--- config.mk ---
export PLATFORM = sky130hd
export DESIGN_NAME = sample_capture_flat
export DESIGN_NICKNAME = d
export VERILOG_FILES = /design/src/rtl/sample_capture_if.sv /design/src/rtl/sample_capture.sv /design/src/flat_wrapper.sv
export SDC_FILE = /design/constraint.sdc
export NUM_CORES = 1
export LEC_CHECK = 0
export ABC_AREA = 1
export CORE_MARGIN = 8
export CORE_UTILIZATION = 45
export CTS_CLUSTER_DIAMETER = 100
export DETAILED_ROUTE_END_ITERATION = 8
export RECOVER_POWER = 25
export SLEW_MARGIN = 5
export SYNTH_ARGS = -nofsm -noshare
export SYNTH_HDL_FRONTEND = slang
export SYNTH_SLANG_ARGS = --single-unit
export TNS_END_PERCENT = 100
--- constraint.sdc ---
create_clock -name clk -period 8.5 [get_ports clk]
set_clock_uncertainty 0.2 [all_clocks]
set_input_delay 1.275 -clock clk [delete_from_list [all_inputs] [get_ports clk]]
set_output_delay 1.275 -clock clk [all_outputs]
set_load 0.02 [all_outputs]
--- src/rtl/sample_capture_if.sv ---
`default_nettype none
// ============================================================================
//  Module      : sample_capture_if
//  Description : Read-side bundle of the sample capture FIFO. The capture
//                block is the master (drives data, valid and occupancy); the
//                host is the slave (drives rd_ready).
//  Signals     : rd_valid  FIFO non-empty, rd_data is valid
//                rd_data   FIFO head, first-word-fall-through
//                rd_ready  host accepts rd_data this cycle
//                level     current FIFO occupancy, 0..DEPTH
//  Revision    : 1.0  initial release
// ============================================================================
interface sample_capture_if #(
    parameter int DATA_BITS = 16,
    parameter int DEPTH     = 64
);
    localparam int c_LEVEL_BITS = $clog2(DEPTH) + 1;

    logic                    rd_valid;
    logic [DATA_BITS-1:0]    rd_data;
    logic                    rd_ready;
    logic [c_LEVEL_BITS-1:0] level;

    modport master (output rd_valid, output rd_data, output level, input rd_ready);
    modport slave  (input rd_valid, input rd_data, input level, output rd_ready);
endinterface
`default_nettype wire

--- src/rtl/sample_capture.sv ---
`default_nettype none
// ============================================================================
//  Module      : sample_capture
//  Description : Captures a programmable number of filter output samples into
//                a first-word-fall-through FIFO. A delay line aligns the
//                sample strobe with the filter's output latency; a three-state
//                run controller decides which aligned strobes are written.
//  Ports       : clk, rst       clock, asynchronous active-high reset
//                clk_enable     global enable for the capture path
//                start          pulse arming a run (ignored while capturing)
//                capture_len    samples per run, latched on start
//                sample_strobe  a new sample enters the filter this cycle
//                filter_out     signed filter output sample
//                rd_if          FIFO read port (rd_valid/rd_data/rd_ready/level)
//                busy, done     run active / run complete
//                overflow       sticky: a sample was dropped on a full FIFO
//  Revision    : 1.0  initial release
// ============================================================================
module sample_capture #(
    parameter int DATA_BITS = 16,
    parameter int DEPTH     = 64,
    parameter int LATENCY   = 64
) (
    input  wire                          clk,
    input  wire                          rst,
    input  wire                          clk_enable,
    input  wire                          start,
    input  wire        [15:0]            capture_len,
    input  wire                          sample_strobe,
    input  wire signed [DATA_BITS-1:0]   filter_out,
    sample_capture_if.master             rd_if,
    output logic                         busy,
    output logic                         done,
    output logic                         overflow
);

    localparam int                      c_ADDR_BITS  = $clog2(DEPTH);
    localparam logic [c_ADDR_BITS:0]    c_FULL_LEVEL = (c_ADDR_BITS + 1)'(DEPTH);
    localparam logic [c_ADDR_BITS:0]    c_LEVEL_ONE  = (c_ADDR_BITS + 1)'(1);
    localparam logic [c_ADDR_BITS-1:0]  c_PTR_ONE    = c_ADDR_BITS'(1);

    typedef enum logic [1:0] {
        ST_IDLE    = 2'd0,
        ST_CAPTURE = 2'd1,
        ST_DONE    = 2'd2
    } state_t;

    state_t                   r_state;
    state_t                   w_state_next;
    logic                     w_start_run;

    logic [LATENCY-1:0]       r_dly;
    logic                     w_cap_strobe;

    logic [15:0]              r_len;
    logic [15:0]              r_cnt;
    logic                     r_overflow;
    logic                     w_last;

    logic [DATA_BITS-1:0]     r_mem [DEPTH];
    logic [c_ADDR_BITS-1:0]   r_wr_ptr;
    logic [c_ADDR_BITS-1:0]   r_rd_ptr;
    logic [c_ADDR_BITS:0]     r_level;
    logic                     w_full;
    logic                     w_rd;
    logic                     w_wr_req;
    logic                     w_wr;
    logic                     w_drop;

    // ------------------------------------------------------------------------
    // Strobe delay line: advances only on enabled cycles so that a stalled
    // filter keeps its in-flight strobes aligned with its data.
    // ------------------------------------------------------------------------
    generate
        if (LATENCY == 1) begin : g_dly_single
            always_ff @(posedge clk or posedge rst) begin
                if (rst)             r_dly <= '0;
                else if (clk_enable) r_dly <= sample_strobe;
            end
        end else begin : g_dly_chain
            always_ff @(posedge clk or posedge rst) begin
                if (rst)             r_dly <= '0;
                else if (clk_enable) r_dly <= {r_dly[LATENCY-2:0], sample_strobe};
            end
        end
    endgenerate

    assign w_cap_strobe = r_dly[LATENCY-1] & clk_enable;

    // ------------------------------------------------------------------------
    // FIFO handshake. A zero-length run never requests a write. A full FIFO
    // still accepts a write when the host pops in the same cycle.
    // ------------------------------------------------------------------------
    assign w_full   = (r_level == c_FULL_LEVEL);
    assign w_rd     = rd_if.rd_valid & rd_if.rd_ready;
    assign w_wr_req = (r_state == ST_CAPTURE) & w_cap_strobe & (r_len != 16'd0);
    assign w_wr     = w_wr_req & (~w_full | w_rd);
    assign w_drop   = w_wr_req & w_full & ~w_rd;
    // Dropped samples still count toward the run length.
    assign w_last   = ({1'b0, r_cnt} + 17'd1) == {1'b0, r_len};

    // ------------------------------------------------------------------------
    // Run controller
    // ------------------------------------------------------------------------
    always_ff @(posedge clk or posedge rst) begin
        if (rst) r_state <= ST_IDLE;
        else     r_state <= w_state_next;
    end

    always_comb begin
        w_state_next = r_state;
        w_start_run  = 1'b0;
        case (r_state)
            ST_IDLE, ST_DONE: begin
                if (start) begin
                    w_state_next = ST_CAPTURE;
                    w_start_run  = 1'b1;
                end
            end
            ST_CAPTURE: begin
                if (r_len == 16'd0)         w_state_next = ST_DONE;
                else if (w_wr_req & w_last) w_state_next = ST_DONE;
            end
            default: w_state_next = ST_IDLE;
        endcase
    end

    always_ff @(posedge clk or posedge rst) begin
        if (rst) begin
            r_len      <= '0;
            r_cnt      <= '0;
            r_overflow <= 1'b0;
        end else if (w_start_run) begin
            r_len      <= capture_len;
            r_cnt      <= '0;
            r_overflow <= 1'b0;
        end else begin
            if (w_wr_req) r_cnt      <= r_cnt + 16'd1;
            if (w_drop)   r_overflow <= 1'b1;
        end
    end

    // ------------------------------------------------------------------------
    // FIFO storage and pointers; power-of-two depth lets pointers wrap freely.
    // ------------------------------------------------------------------------
    always_ff @(posedge clk) begin
        if (w_wr) r_mem[r_wr_ptr] <= filter_out;
    end

    always_ff @(posedge clk or posedge rst) begin
        if (rst) begin
            r_wr_ptr <= '0;
            r_rd_ptr <= '0;
            r_level  <= '0;
        end else begin
            if (w_wr) r_wr_ptr <= r_wr_ptr + c_PTR_ONE;
            if (w_rd) r_rd_ptr <= r_rd_ptr + c_PTR_ONE;
            case ({w_wr, w_rd})
                2'b10:   r_level <= r_level + c_LEVEL_ONE;
                2'b01:   r_level <= r_level - c_LEVEL_ONE;
                default: r_level <= r_level;
            endcase
        end
    end

    // Head is masked while empty so reset presents rd_data = 0 even though
    // the storage array itself is not reset.
    assign rd_if.rd_valid = (r_level != '0);
    assign rd_if.rd_data  = rd_if.rd_valid ? r_mem[r_rd_ptr] : '0;
    assign rd_if.level    = r_level;

    assign busy     = (r_state == ST_CAPTURE);
    assign done     = (r_state == ST_DONE);
    assign overflow = r_overflow;

endmodule
`default_nettype wire

--- src/flat_wrapper.sv ---
// flat-port wrapper written by rule: the top's interface ports become plain ports
module sample_capture_flat 
#(
    parameter int DATA_BITS = 16,
    parameter int DEPTH     = 64,
    parameter int LATENCY   = 64
)
  (clk, rst, clk_enable, start, capture_len, sample_strobe, filter_out, busy, done, overflow, rd_if_rd_valid, rd_if_rd_data, rd_if_level, rd_if_rd_ready);
  sample_capture_if #(.DATA_BITS(DATA_BITS), .DEPTH(DEPTH)) rd_if_i ();
  input  wire clk;
  input  wire rst;
  input  wire clk_enable;
  input  wire start;
  input  wire        [15:0] capture_len;
  input  wire sample_strobe;
  input  wire signed [DATA_BITS-1:0] filter_out;
  output logic busy;
  output logic done;
  output logic overflow;
  output wire logic [$bits(rd_if_i.rd_valid)-1:0] rd_if_rd_valid;
  output wire logic [$bits(rd_if_i.rd_data)-1:0] rd_if_rd_data;
  output wire logic [$bits(rd_if_i.level)-1:0] rd_if_level;
  input wire logic [$bits(rd_if_i.rd_ready)-1:0] rd_if_rd_ready;
  assign rd_if_rd_valid = rd_if_i.rd_valid;
  assign rd_if_rd_data = rd_if_i.rd_data;
  assign rd_if_level = rd_if_i.level;
  assign rd_if_i.rd_ready = rd_if_rd_ready;
  sample_capture #(.DATA_BITS(DATA_BITS), .DEPTH(DEPTH), .LATENCY(LATENCY)) u_core (.clk(clk), .rst(rst), .clk_enable(clk_enable), .start(start), .capture_len(capture_len), .sample_strobe(sample_strobe), .filter_out(filter_out), .rd_if(rd_if_i), .busy(busy), .done(done), .overflow(overflow));
endmodule
==> out/qor.yml, run 1 <==
start_kind: "flip-flop"
routed_wl_um: 123000
hold_buffers: 0
track_usage: 0.214
power.density_mw_per_mm2: 323
drt_first_pass_iters: 5
avgRoutedWirePerCell_um: 23.5
yosysSeqAreaShare: 0.737
htreeDepth: 3
synthXorXnorAreaFrac: 0.00394
rows: 117
dp_slack_ps: 2990
fin_crit_sh: 0.741
cap_violations: 16
grt_first_pass_wirelength_um: 183000
power_frac_clock: 0.302
post_cts_buffers: 0
finalHoldViolations: 0
drive_above_1_share: 0.0780
drt-initial-drc-count: 3684
ant_nets: 0
nets: 3840
grt-ovfl-total: 0
synth-adder-area-share: 0.00262
setup_ws_ps: 2200
failed_checks: "capacitance limit, slew limit"
grt_max_degree: 203
cts-resized-gates: 0
synthMuxAreaShare: 0
intPower_mw: 10.7
cts_tree: "done"
yosysUniqueCellTypes: 34
gp_congestion: 0.840
cts_buffers: 113
worstHoldStart: "u_core.r_dly[12]"
maxSlewHeadroom: -1.41
synth_compound_area_frac: 0.110
fmaxAchievable_ghz: 0.159
start_util: 0.452
p_leak_nw: 17.5
switching_share: 0.358
slew_viol_final: 1021
tns_ps: 0
finalSetupViolCount: 0
yosys_warnings: 0
synth_area_leader_cell: "edfxtp_1"
synth_top_area_frac: 0.672
pwr-share-comb: 0.316
pin_count: 65
grt_pass1_vias: 28400
worstHoldPathType: "reg -> reg"
via_per_inst: 5.70
worst_pin_slew_ps: 3610
syn_avg_cell_area_um2: 12.3
ctsLongestPathBuffers: 3
hpwl_um: 66400
antenna_found_initial: 3
cp_max_fo: 78
core_area_mm2: 0.101
drc_errors: 0
die_w_um: 335
reg2reg_from: "u_core.r_len[13]"
synthSimpleGateAreaFrac: 0.117
timing.hold.ws_ps: 269
cp_data_required_time_ps: 7030
synth_nets: 3778
crit_type: "reg -> out"
synth_top_family_by_area: "simple AND/OR/NAND/NOR gates"
netlist_area_mm2: 0.0458
fin_crit_ps: 6300
clk_pin_slew_worst_paths_ps: 60
cts.sinks: 1142
vias: 30000
critPathCaptureType: "output pin"
synth-seq-cells: 1142
syn_inst: 3731
fin_util: 0.509
clkLatencyLatePin_ps: 690
portBuffers: 64
syn_to_final_growth_pct: 12.7
synthTopCellsByArea: "edfxtp_1 (67%), dfrtp_1 (6.5%), nor2_1 (5.6%)"
die_h_um: 335
grt_setup_unrepaired: "no"
vdd_ir_drop_max_mv: 0.317
switching_power_mw: 5.96
arrival_ps: 4820
pwr-share-seq: 0.383
critPathLaunch: "u_core.r_rd_ptr[0]"
clockRootBuffer: "clkbuf_16"
status: "finished with violations"
die_area_mm2: 0.112
routing by layer:
metal,track usage,up-vias,wire [um],share of wire
met1,0.307,15000,53400,0.43
met2,0.334,1147,56500,0.46
met3,0.0384,192,10200,0.082
met5,0,-,13,0.00011
met4,0.0662,2,3330,0.027
li1,-,13600,-,-
stage by stage:
stage / area (um2) / cells / power, mW
6_report: 51600 / 5255 / 16.6
5_1_grt: 51600 / 5254 / 17.4
4_1_cts: 51600 / 5254 / 16.7
3_5_place_dp: 47900 / 5046 / 11.7
3_3_place_gp: 47900 / 5046 / 11.6
2_1_floorplan: 45800 / 3731 / 9.76
worst max-delay path: stages (launching register included):
cell and delay [ps]:
dfrtp_4 620, buf_4 610, buf_4 730, nor2_1 110
nor2_1 120, o21ai_0 100, o211ai_1 120, nand3_1 180
nand4_1 140, nand3_1 130, a21oi_1 490, clkdlybuf4s50_1 710
registers in the layout, summed over array words and instances, names as in the netlist:
signal	flops
u_core.r_wr_ptr	6
u_core.r_len	16
u_core.r_rd_ptr	6
u_core.r_cnt	16
u_core.r_state	2
u_core.r_dly	64
u_core.overflow	1
u_core.rd_if.level	7
u_core.r_mem	1024
synthesized netlist by cell type (all sizes together):
| library cell | instances |
|---|---|
| edfxtp | 1024 |
| nor2 | 691 |
| o21ai | 544 |
| nand2 | 475 |
| nand3 | 152 |
| o22ai | 146 |
| clkbuf | 133 |
| dfrtp | 118 |
| o211ai | 102 |
| buf | 99 |
| inv | 82 |
| a21oi | 75 |
| o221ai | 27 |
| nand4 | 25 |
| xor2 | 15 |
| ha | 8 |
| nor3 | 6 |
| xnor2 | 3 |
| clkinv | 1 |
| fa | 1 |
| nand3b | 1 |
| nor4 | 1 |
| o21bai | 1 |
| xnor3 | 1 |
final timing paths:
kind	cells past startpoint	slack, ps	to
hold reg to reg	2	270	u_core.r_dly[12]
hold / removal	2	270	u_core.r_dly[12]
setup / recovery	11	2200	rd_if_rd_data[13]
max in group asynchronous	3	4840	u_core.r_rd_ptr[1]
min in group asynchronous	2	1410	u_core.r_len[15]
setup reg to reg	11	4520	u_core.r_mem[18][15]
kinds of logic after synthesis:
logic type,after synthesis
AND/OR/NAND/NOR,1351
buffers and inverters,315
XOR/XNOR,19
AO/OA/AOI/OAI,895
flip-flops,1142
adder cells (fa/ha/maj),9
cell usage in the layout (no fill, tap or decap), types with 46 or more instances in the layout:
cell	instances
edfxtp_1	1024
nor2_1	685
o21ai_0	484
nand2_1	472
nand3_1	152
o22ai_1	146
clkbuf_16	115
dfrtp_1	115
o211ai_1	102
buf_4	96
a21oi_1	75
inv_1	71
o21ai_1	60
clkbuf_1	46
clkdlybuf4s50_1	46
power by group through the flow:
stage / combinational [mW] / sequential (mW) / clock (mW)
finish: 5.25 / 6.37 / 5.02
CTS: 5.23 / 6.35 / 5.08
detailed placement: 5.21 / 6.47 / 0
global placement: 5.18 / 6.47 / 0
global route: 5.72 / 6.38 / 5.29
floorplan: 3.36 / 6.41 / 0
cell type report:
cell class | instances | area, um2
fill | 8724 | 49700
inverter | 83 | 325
antenna | 1 | 2.50
tap | 1368 | 1710
sequential | 1142 | 33700
multi-input combinational | 2274 | 10700
clock buffer | 154 | 3110
clock inverter | 54 | 591
timing repair buffer | 179 | 1410
(Power assumes the default switching activity.)
==> run 2, diff against run 1 <==
==> constraint.sdc (replaced) <==
create_clock -name clk -period 5.3 [get_ports clk]
set_clock_uncertainty 0.2 [all_clocks]
set_input_delay 0.795 -clock clk [delete_from_list [all_inputs] [get_ports clk]]
set_output_delay 0.795 -clock clk [all_outputs]
set_load 0.02 [all_outputs]
==> run 2 against run 1 <==
The flow still finishes with violations (capacitance limit, slew limit). Cell count increased by 0.59%. Global-route usage decreased by 0.21 points. Die area unchanged. Clock power increased by 58%. Routed wire length decreased by 0.90%. Sequential power increased by 62%. First-iteration DRC count decreased by 9.5%. Largest power group unchanged.
==> out/qor.yml, run 2 (synthesis gave the netlist of run 1 again) <==
grt-ovfl-total: 0
routed_wl_um: 122000
grt_first_pass_wirelength_um: 183000
cp_max_fo: 114
drc_errors: 0
vias: 30000
portBuffers: 64
die_area_mm2: 0.112
drt-initial-drc-count: 3334
critPathCaptureType: "output pin"
drive_above_1_share: 0.0842
die_h_um: 335
htreeDepth: 3
p_leak_nw: 17.7
final_cell_mix: "edfxtp_1 (1,024), nor2_1 (685), o21ai_0 (484)"
failed_checks: "capacitance limit, slew limit"
worst_pin_slew_ps: 3490
drt_first_pass_iters: 5
finalHoldViolations: 0
fin_area_mm2: 0.0519
grt_setup_unrepaired: "no"
largest_register_ffs: 1024
finalSetupViolCount: 0
start_kind: "flip-flop"
power.density_mw_per_mm2: 518
final_common_cell: "edfxtp_1"
fmaxAchievable_ghz: 0.194
ant_nets: 0
via_per_inst: 5.67
fin_crit_sh: 0.972
largestRegisters: "u_core.r_mem (1024), u_core.r_dly (64)"
top_register: "u_core.r_mem"
timing.rr.end: "u_core.rd_if.level[6]"
arrival_ps: 4160
hold_buffers: 0
rr_worst_depth: 16
status: "finished with violations"
dp_cells: 5070
syn_to_final_growth_pct: 13.5
worstHoldPathType: "reg -> reg"
slew_viol_final: 942
avgRoutedWirePerCell_um: 23.1
clk_pin_slew_worst_paths_ps: 60
hpwl_um: 68400
clkLatencyLatePin_ps: 690
core_area_mm2: 0.101
pin_count: 65
vdd_ir_drop_max_mv: 0.509
worstHoldStart: "u_core.r_dly[50]"
ctsLongestPathBuffers: 3
fin_crit_ps: 5150
start_util: 0.452
maxSlewHeadroom: -1.32
cts_buffers: 117
rows: 117
r2r_slack_ps: 1820
antenna_found_initial: 2
grt_max_degree: 139
gp_congestion: 0.865
die_w_um: 335
track_usage: 0.212
instances_no_fill: 5286
cts_tree: "done"
grt_pass1_vias: 28400
reg2reg_from: "u_core.rd_if.level[0]"
nFillCells: 8744
cts.sinks: 1142
placed_area_mm2: 0.0483
crit_type: "reg -> out"
clockRootBuffer: "clkbuf_16"
nets: 3868
cap_violations: 15
antennaDiodeCount: 0
hold_end: "u_core.r_dly[51]"
tns_ps: 0
whs_path_depth: 2
cp_data_required_time_ps: 4300
[run 2: area by class of cell]
type | instances | area (um2) | share of cell area
multi-input cells | 2274 | 10700 | 0.206
clock buffers | 161 | 3220 | 0.0621
repair buffers | 203 | 1770 | 0.0341
flip-flops and latches | 1142 | 33700 | 0.649
inverters | 83 | 324 | 0.00624
clock inverters | 55 | 460 | 0.00887
well taps | 1368 | 1710 | 0.0330
[run 2: repair_timing]
item	CTS	global route
resized for setup	0	1
endpoints found under the setup margin	0	1
buffers inserted	0	0
[run 2: report_power, final]
part / switching [mW] / internal, mW / leakage [nW]
combinational: 6.05 / 2.65 / 5.15
sequential: 0.263 / 9.99 / 10.7
clock: 3.38 / 4.57 / 1.80
total: 9.69 / 17.2 / 17.7
[run 2: worst max path at each step]
stage | depth (start not counted) | end | startpoint | slack [ps]
finish | 8 | rd_if_rd_data[9] | u_core.r_rd_ptr[1] | 150
global route | 9 | rd_if_rd_data[10] | u_core.r_rd_ptr[1] | 80
CTS | 9 | rd_if_rd_data[14] | u_core.r_rd_ptr[1] | 200
detailed placement | 8 | rd_if_rd_data[14] | u_core.r_rd_ptr[1] | 970
global placement | 9 | rd_if_rd_data[9] | u_core.r_rd_ptr[1] | 990
floorplan | 1 | u_core.overflow | rst | 1180
[run 2: per-layer routing]
layer	part of all wire	up-vias	wire (um)	GRT usage
met1	0.44	15000	53800	0.307
met3	0.076	162	9300	0.0352
met4	0.023	2	2770	0.0598
met5	0.00011	-	14	0
li1	-	13700	-	-
met2	0.46	1086	56300	0.333
[run 2: critical path, stage by stage, from the launching register on]
cell             delay [ps]
dfrtp_4                 710
buf_12                  460
o21ai_0                 170
o22ai_1                 420
nand2_1                 140
nand3_1                 200
nand3_1                 240
a21oi_1                 350
clkdlybuf4s50_1         670
[run 2: per-stage QoR]
stage | util | total power, mW | setup WS [ps] | hold WS (ps)
3_5_place_dp | 0.477 | 19.1 | 966 | 258
6_report | 0.513 | 26.9 | 148 | 262
3_3_place_gp | 0.477 | 19.0 | 990 | 253
5_1_grt | 0.513 | 28.1 | 79.7 | 282
2_1_floorplan | - | 15.7 | 1180 | 242
4_1_cts | 0.513 | 27.0 | 205 | 263
